--- src/rtl/dense_to_sparse_pkg.sv ---
`default_nettype none
// ============================================================================
//  Module      : dense_to_sparse_pkg
//  Description : Shared sizing constants for the dense-to-sparse converter.
//                Holds the polynomial geometry, the sparse memory geometry,
//                the valid-bit mask of the last dense word and the FSM
//                state encodings.
//  Revision    : 1.0 - initial release
// ============================================================================
package dense_to_sparse_pkg;

  // Polynomial / dense memory geometry
  localparam int R         = 10163;
  localparam int G_DAT_W   = 64;
  localparam int G_DAT_DEP = 159;
  localparam int G_ADDR_W  = 8;

  // Sparse index memory geometry
  localparam int H_ADDR_W  = 7;
  localparam int H_DAT_W   = 14;
  localparam int H_DAT_DEP = 71;

  // Leading-zero count width for one dense word
  localparam int LZ_W = 6;

  // The last dense word only carries the tail of the polynomial (MSB aligned)
  localparam int LAST_VALID = R - (G_DAT_DEP - 1) * G_DAT_W;  // 51
  localparam logic [G_DAT_W-1:0] LAST_MASK =
      ~((64'd1 << (G_DAT_W - LAST_VALID)) - 64'd1);
  localparam logic [G_ADDR_W-1:0] LAST_WORD = G_ADDR_W'(G_DAT_DEP - 1);

  // Weight limits: writes stop at WEIGHT_MAX, reported weight pins at WEIGHT_SAT
  localparam logic [H_ADDR_W:0] WEIGHT_MAX = (H_ADDR_W + 1)'(H_DAT_DEP);
  localparam logic [H_ADDR_W:0] WEIGHT_SAT = (H_ADDR_W + 1)'(H_DAT_DEP + 1);

  // FSM encoding
  typedef logic [2:0] state_t;
  localparam state_t ST_IDLE = 3'd0;
  localparam state_t ST_ADDR = 3'd1;
  localparam state_t ST_WAIT = 3'd2;
  localparam state_t ST_SCAN = 3'd3;
  localparam state_t ST_FIN  = 3'd4;

  // Clear the bit that sits lz positions below the MSB
  function automatic logic [G_DAT_W-1:0] clear_from_msb(
      input logic [G_DAT_W-1:0] word,
      input logic [LZ_W-1:0]    lz
  );
    logic [G_DAT_W-1:0] sel;
    sel = {1'b1, {(G_DAT_W - 1){1'b0}}} >> lz;
    return word & ~sel;
  endfunction

endpackage
`default_nettype wire

--- src/rtl/dense_to_sparse_lzc64.sv ---
`default_nettype none
// ============================================================================
//  Module      : lzc64
//  Description : Combinational leading-zero counter for one 64-bit dense word.
//  Ports       : din   in  64  word to examine
//                count out 6   number of zeros above the highest set bit
//                zero  out 1   din is all zero (count is then 0, unused)
//  Revision    : 1.0 - initial release
// ============================================================================
module lzc64
  import dense_to_sparse_pkg::*;
(
  input  logic [G_DAT_W-1:0] din,
  output logic [LZ_W-1:0]    count,
  output logic               zero
);

  // Walking upward means the highest set bit is the last to assign
  always_comb begin
    count = '0;
    for (int i = 0; i < G_DAT_W; i++) begin
      if (din[i]) begin
        count = LZ_W'(G_DAT_W - 1 - i);
      end
    end
  end

  assign zero = (din == '0);

endmodule
`default_nettype wire

--- src/rtl/dense_to_sparse.sv ---
`default_nettype none
// ============================================================================
//  Module      : dense_to_sparse
//  Description : Scans a dense MSB-first binary polynomial held in an
//                external synchronous RAM and writes the positions of its
//                set bits, ascending, into the external sparse index RAM.
//                Also reports the Hamming weight and an overflow flag.
//  Ports       : clk        in  1   clock, rising edge
//                rst_b      in  1   asynchronous active-low reset
//                start      in  1   one-cycle start pulse (IDLE only)
//                done       out 1   one-cycle pulse at end of scan
//                weight_err out 1   weight exceeded sparse depth (sticky)
//                weight     out 8   set bits found, saturates at depth+1
//                d_addra    out 8   dense read address
//                d_dina     in  64  dense read data (1-cycle latency)
//                h_addra    out 7   sparse write address
//                h_wea      out 1   sparse write enable
//                h_douta    out 14  bit position written
//  Revision    : 1.0 - initial release
// ============================================================================
module dense_to_sparse
  import dense_to_sparse_pkg::*;
(
  input  logic                clk,
  input  logic                rst_b,
  input  logic                start,
  output logic                done,
  output logic                weight_err,
  output logic [H_ADDR_W:0]   weight,
  output logic [G_ADDR_W-1:0] d_addra,
  input  logic [G_DAT_W-1:0]  d_dina,
  output logic [H_ADDR_W-1:0] h_addra,
  output logic                h_wea,
  output logic [H_DAT_W-1:0]  h_douta
);

  state_t              state;
  logic [G_DAT_W-1:0]  word_reg;
  logic [G_DAT_W-1:0]  word_next;
  logic [LZ_W-1:0]     lz;
  logic                word_zero;
  logic [H_DAT_W-1:0]  bit_idx;
  logic                last_word;

  lzc64 u_lzc (
    .din   (word_reg),
    .count (lz),
    .zero  (word_zero)
  );

  // d_addra doubles as the word counter w
  assign last_word = (d_addra == LAST_WORD);
  assign word_next = clear_from_msb(word_reg, lz);
  // w*64 + lz: w occupies the upper bits, lz the low six
  assign bit_idx   = H_DAT_W'({d_addra, {LZ_W{1'b0}}}) + H_DAT_W'(lz);

  always_ff @(posedge clk or negedge rst_b) begin
    if (!rst_b) begin
      state      <= ST_IDLE;
      done       <= 1'b0;
      weight_err <= 1'b0;
      weight     <= '0;
      d_addra    <= '0;
      h_addra    <= '0;
      h_wea      <= 1'b0;
      h_douta    <= '0;
      word_reg   <= '0;
    end else begin
      done  <= 1'b0;
      h_wea <= 1'b0;
      case (state)
        ST_IDLE: begin
          if (start) begin
            weight     <= '0;
            weight_err <= 1'b0;
            d_addra    <= '0;
            state      <= ST_ADDR;
          end
        end
        ST_ADDR: begin
          state <= ST_WAIT;
        end
        ST_WAIT: begin
          // Tail bits beyond r in the last word are not part of the polynomial
          word_reg <= last_word ? (d_dina & LAST_MASK) : d_dina;
          state    <= ST_SCAN;
        end
        ST_SCAN: begin
          if (!word_zero) begin
            if (weight < WEIGHT_MAX) begin
              h_wea   <= 1'b1;
              h_addra <= weight[H_ADDR_W-1:0];
              h_douta <= bit_idx;
              weight  <= weight + 1'b1;
            end else begin
              weight_err <= 1'b1;
              weight     <= WEIGHT_SAT;
            end
            word_reg <= word_next;
          end
          // Leave as soon as the word is exhausted, including this cycle's clear
          if (word_zero || (word_next == '0)) begin
            if (last_word) begin
              state <= ST_FIN;
            end else begin
              d_addra <= d_addra + 1'b1;
              state   <= ST_ADDR;
            end
          end
        end
        ST_FIN: begin
          done  <= 1'b1;
          state <= ST_IDLE;
        end
        default: begin
          state <= ST_IDLE;
        end
      endcase
    end
  end

endmodule
`default_nettype wire

--- config.mk ---
export PLATFORM = sky130hd
export DESIGN_NAME = dense_to_sparse
export DESIGN_NICKNAME = d
export VERILOG_FILES = /design/src/rtl/dense_to_sparse_pkg.sv /design/src/rtl/dense_to_sparse_lzc64.sv /design/src/rtl/dense_to_sparse.sv
export SDC_FILE = /design/constraint.sdc
export NUM_CORES = 1
export LEC_CHECK = 0
export ABC_AREA = 1
export CORE_MARGIN = 2
export CORE_UTILIZATION = 33
export DETAILED_ROUTE_END_ITERATION = 10
export PLACE_DENSITY = 0.68
export SLEW_MARGIN = 25
export SYNTH_ARGS = -nofsm -noshare
export SYNTH_HDL_FRONTEND = slang
export SYNTH_SLANG_ARGS = --single-unit
--- constraint.sdc ---
create_clock -name clk -period 4.3 [get_ports clk]
set_input_delay 0.86 -clock clk [delete_from_list [all_inputs] [get_ports clk]]
set_output_delay 0.86 -clock clk [all_outputs]
set_load 0.03 [all_outputs]
Yosys cells after proc, flatten, opt, wreduce, memory -nomap -nowiden
Index checks and enable logic that the tools add are counted.
Operators by class
  add/subtract/negate cells: 3
  magnitude comparators: 1
  equal/unequal tests: 10
  shift-type cells: 1
  mux-type cells: 86
  bitwise logic cells: 3
  reductions and logical operators: 12
Operators by type and width (count)
  6-bit two-way mux: 64
  64-bit logical NOT: 2
  64-bit case mux with 2 select lines: 1
  64-bit AND: 1
  64-bit two-way mux: 1
  64-bit inverter: 1
  64-bit by 6-bit right shift with 64-bit output (first input constant): 1
  8-bit two-way mux: 5
  8-bit case mux with 2 select lines: 2
  8-bit by 1-bit adder with 8-bit output (second input constant): 2
  14-bit by 6-bit adder with 14-bit output: 1
  13-bit two-way mux: 1
  3-bit case mux with 4 select lines: 1
  2-bit != test (second input constant): 5
  3-bit two-way mux: 3
  8-bit equality test (second input constant): 1
  8-bit by 7-bit < comparator with 1-bit output (second input constant): 1
  4-bit AND reduction: 2
  1-bit two-way mux: 7
  3-bit by 2-bit equality test with 1-bit output (second input constant): 2
  3-bit AND reduction: 2
  2-bit AND reduction: 2
  2-bit nonzero test: 2
  3-bit by 1-bit equality test with 1-bit output (second input constant): 1
  5 further kinds: 5
Storage, ports and cells
  register bits: 107
  output and inout port bits: 40
  logic and storage cells: 125

Logic depth before layout (Yosys ltp)
  depth in word-level cells: 71
  depth in mapped cells: 77

Cells and area by module
From an unflattened synthesis, not the netlist that was laid out.
Second synthesis, totals
  cells, all modules: 1042
  area total of the unflattened synthesis: 6961.7 µm²
By module, submodules not included
  dense_to_sparse: instances 1, cells each 813, area each 5938.2 µm², sequential area each 2677.6 µm²
  lzc64: instances 1, cells each 229, area each 1023.5 µm², sequential area each 0.0 µm²

Least setup slack after synthesis
Ideal clock, no wire load.
  path kind: flip-flop to flip-flop
  from: reg word_reg[1]
  to: reg d_addra[6]
  arrival: 4189 ps
  required time: 4183 ps
  setup slack: -6 ps
  stages on the path, launching flop included: 77
  path through: dfrtp_1 -> inv_2 -> nand2_1 -> nand2_1 -> nand2_1 -> nand2_1 -> nand2_1 -> nand2_1 -> nand2_1 -> nand2_1 -> nand2_1 -> nand2_1 -> nand2_1 -> nand2_1 -> nand2_1 -> nand2_1 -> nand2_1 -> nand2_1 -> [41 not listed] -> nand2_1 -> nand2_1 -> nand2_2 -> nand2_2 -> nand2_2 -> nand4_1 -> nor2_2 -> nand3_1 -> nand2_1 -> nand3_1 -> nor2_1 -> nand2_1 -> nor2_1 -> nand2_1 -> nand2_2 -> nand2_2 -> nand2_1 -> nand2_1
On the way
  longest elaborated chain between the ends: 70
Ends and longest elaborated chain
  from (decl): line dense_to_sparse.sv:38  | logic [G_DAT_W-1:0] word_reg;
  from (signal assigned): line dense_to_sparse.sv:85  | word_reg <= last_word ? (d_dina & LAST_MASK) : d_dina;
  from (signal assigned): line dense_to_sparse.sv:99  | word_reg <= word_next;
  6-bit two-way mux (63 in a row): line dense_to_sparse_lzc64.sv:22  | if (din[i]) begin
  64-bit by 6-bit right shift with 64-bit output: line dense_to_sparse_pkg.sv:50  | sel = {1'b1, {(G_DAT_W - 1){1'b0}}} >> lz;
  64-bit inverter: line dense_to_sparse_pkg.sv:51  | return word & ~sel;
  64-bit AND: line dense_to_sparse_pkg.sv:51
  64-bit logical NOT: line dense_to_sparse.sv:102  | if (word_zero || (word_next == '0)) begin
  1-bit logical OR (*): line dense_to_sparse.sv:102
  2-bit != test (no source line) (*)
  4-bit AND reduction (no source line) (*)
  to (signal assigned): line dense_to_sparse.sv:106  | d_addra <= d_addra + 1'b1;
  to (decl): line dense_to_sparse.sv:30  | output logic [G_ADDR_W-1:0] d_addra,
Every way passes the cells marked *; elsewhere a longest branch is shown, timed or not.
A chain may end at the register's enable or synchronous reset.

Worst setup path after layout
  from: reg word_reg[1]
  to: reg d_addra[7]
Same word-level chain as after synthesis.

==> metrics.md <==
| Metric | Value |
|---|---|
| Met3 routed WL | `between 1000 and 1500 um` |
| Met2 wire len | `a little over 10000 um` |
| Slew HR | `34.5%` |
| Initial Util | `between 30 and 40%` |
| Slowest stage delay, CP | `about 0.40 ns` |
| Fin. Hold Viols | `0` |
| Uppermost layer routed | `met4` |
| # H-tree levels | `3` |
| Status | `finished with violations` |
| Dpl hpwl | `15500 um` |
| Worst r2r src | `word_reg[1]` |
| Max-Cap Viols | `0` |
| Static leakage | `around 4.4 nW` |
| Max reg flops | `64` |
| PwrDens | `about 640 nW/um2` |
| Antenna-violating nets left | `0` |
| Arrival @ worst endpoint | `~5.6 ns` |
| Worst Setup Path Type | `reg -> reg` |
| Detailed Route WL | `between 20000 and 25000 um` |
| Crit start category | `flop` |
| Post-synthesis sequential area ratio | `just under 40%` |
| Area Overhead vs Synth | `43.6%` |
| Slowest CP cell | `dfrtp_1` |
| Clk_skew | `between 0.01 and 0.015 ns` |
| Inserted Diodes | `0` |
| Vias in the first global route | `7102` |
| Initial DRC count | `roughly 640` |
| Residual DRC | `0` |
| PnR worst setup slack | `-1.03 ns` |
| Die area | `between 20000 and 25000 um2` |
| CTS Buf Count | `9` |
| Routed WL per cell | `14.6 um` |
| Worst Hold Launch | `h_douta[3]` |
| Syn avg cell area | `6.82 um2` |
| Most frequent CP cell | `nand2_1` |
| Gr ovfl total | `0` |
| Antenna violations before repair | `0` |
| Max FO, Critical Path | `8` |
| Final core utilization | `48.1%` |
| Vias/cell | `around 5.0` |
| Layout fillers | `1987` |
| Top Ports | `107` |
| Synth area leaders | `dfrtp_1 40%, nand2_1 13%, nand3_1 7.7%, o21ai_0 6.7%, inv_1 6.2%` |
| Final max-slew violation count | `0` |
| Post-CTS Hold Buffers | `0` |
| Largest net degree at the start of global routing | `86` |
| RePlAce Congestion | `approximately 0.97` |
| Flop and latch count out of synthesis | `between 100 and 150` |
| Die height | `around 150 um` |
| Final Cycle Share | `124%` |
| Post-synth EDFFs | `0` |
| Ys flop type | `dfrtp_1` |
| Top cell type's share of synthesized area | `39.8%` |
| Final nets | `roughly 1300` |
| Synthesized area | `6740 um2` |
| Total power | `approximately 6.2 mW` |
| Peak VDD IR | `0.515 mV` |
| Port Buffer Count | `106` |
| Layout cells sized above 1 | `a little under 20%` |
| CP Capture Type | `flop` |
| Via count | `7295` |
| Worst slew pin tran | `slightly below 1 ns` |
| Failing checks | `negative setup slack` |
| Placeable core area | `approximately 20000 um2` |
| TritonCTS clock tree | `built` |
| Non-Filler Instances | `between 1000 and 1500` |
| Clk slew on worst S/H paths | `0.09 ns` |
| Cells after DPL | `1449` |
| Tmin final | `~5.3 ns` |
| Worst Setup SP | `word_reg[1]` |
| Synth Instances | `just under 1000` |
| Row cnt | `52` |
| Critical Path RT | `between 4 and 5 ns` |
| Insertion delay to the later sink of the worst-skew pair | `between 0.3 and 0.4 ns` |
| DP Area | `just under 9000 um2` |
| First-pass GRT wire length | `between 30000 and 40000 um` |
| Worst hold path class | `reg -> reg` |
| Synth area leader | `dfrtp_1` |
| Clk buf depth | `2` |
| Drt pass-1 iters | `6` |
| Final setup fails | `74` |
| Async set-or-reset flop fraction in the synthesized netlist | `100%` |
| YS warnings | `0` |
| Die X | `approximately 150 um` |
| Wl on met1 | `around 9900 um` |
| Count of cell types in the netlist | `32` |
| Max frequency | `around 190 MHz` |
| Clk sinks | `~110` |
| Global-route usage over all layers | `between 15 and 20%` |
| RSZ-0062 raised after global routing | `yes` |
| Fin area | `9670 um2` |
| Synthesized Nets | `roughly 1100` |
| Post-Place Worst Slack | `-0.865 ns` |
| Clock Root Buffer | `clkbuf_16` |
-- final timing paths --
check	cells past startpoint	end	slack, ns
max	76	d_addra[7]	-1.03
min	2	h_douta[3]	0.49
max reg2reg	76	d_addra[7]	-1.03
min reg2reg	2	h_douta[3]	0.49
max in group asynchronous	2	word_reg[35]	2.93
min in group asynchronous	1	h_douta[8]	0.54
-- cells by family (layout without fill, tap and decap cells) --
kind of cell	after synthesis	in the layout	share of synthesized area, %
DFF	107	107	39.8
AOI/OAI and AO/OA	234	234	19.3
xor gates and xnor gates	2	2	0.260
adders and majority gates	3	3	0.557
and+or+nand+nor	467	467	29.7
buffers and inverters	175	389	10.5
-- layer usage --
| layer | global-route usage (%) | vias up |
|---|---|---|
| met5 | 0 | - |
| met4 | 5.83 | 0 |
| met3 | 3.01 | 39 |
| met2 | 32.5 | 199 |
| met1 | 27.7 | 3367 |
| li1 | - | 3690 |
-- Yosys cell counts (all sizes together), types with 6 or more instances --
cell type and number:
clkbuf 31, nor3 8, o21ai 90, o22ai 50
nor2 93, nand3b 6, buf 23, inv 114
nand2 245, a22oi 11, a31oi 13, a21oi 63
nand3 105, dfrtp 107, clkinv 7
-- stage by stage --
stage	hold slack [ns]	TNS, ns
3_5_place_dp	0.473	-19.76
5_1_grt	0.513	-83.93
3_3_place_gp	0.467	-19.10
2_1_floorplan	0.507	-0.0457
4_1_cts	0.492	-25.23
6_report	0.487	-30.82
-- power by group --
part	total [mW]	switching, mW	internal (mW)
registers	1.32	0.163	1.16
clock network	0.877	0.458	0.419
logic	4.01	2.49	1.52
-- cell type report --
type | instances | area, um2 | share of cell area [%]
multi-input combinational | 706 | 3670 | 38.0
clock inverter | 7 | 87.6 | 0.905
sequential | 107 | 2680 | 27.7
tap | 270 | 338 | 3.49
inverter | 121 | 455 | 4.71
timing repair buffer | 252 | 2220 | 22.9
clock buffer | 9 | 225 | 2.33
-- cells in the final DEF (no fill, tap or decap), types with 9 or more instances in the layout --
master,instances
nand2_1,235
buf_4,131
inv_1,110
dfrtp_1,107
clkdlybuf4s50_1,105
o21ai_0,88
nand3_1,74
nor2_1,71
a21oi_1,56
o22ai_1,50
nand3_2,24
nor2_2,15
buf_6,15
a31oi_1,13
a22oi_1,11
clkbuf_16,9
-- critical path: cells and delay by family (launching register included) --
family                 cells  cell delay, ns
DFF                        1            0.40
and+or+nand+nor           73            4.46
buffers and inverters      3            0.38
-- repair_timing --
| action | 4_1_cts | 5_1_grt |
|---|---|---|
| pin swaps | 11 | 30 |
| setup buffers | 6 | 1 |
| setup endpoints to repair | 72 | 75 |
| resized for setup | 38 | 45 |
(Power assumes the default switching activity.)
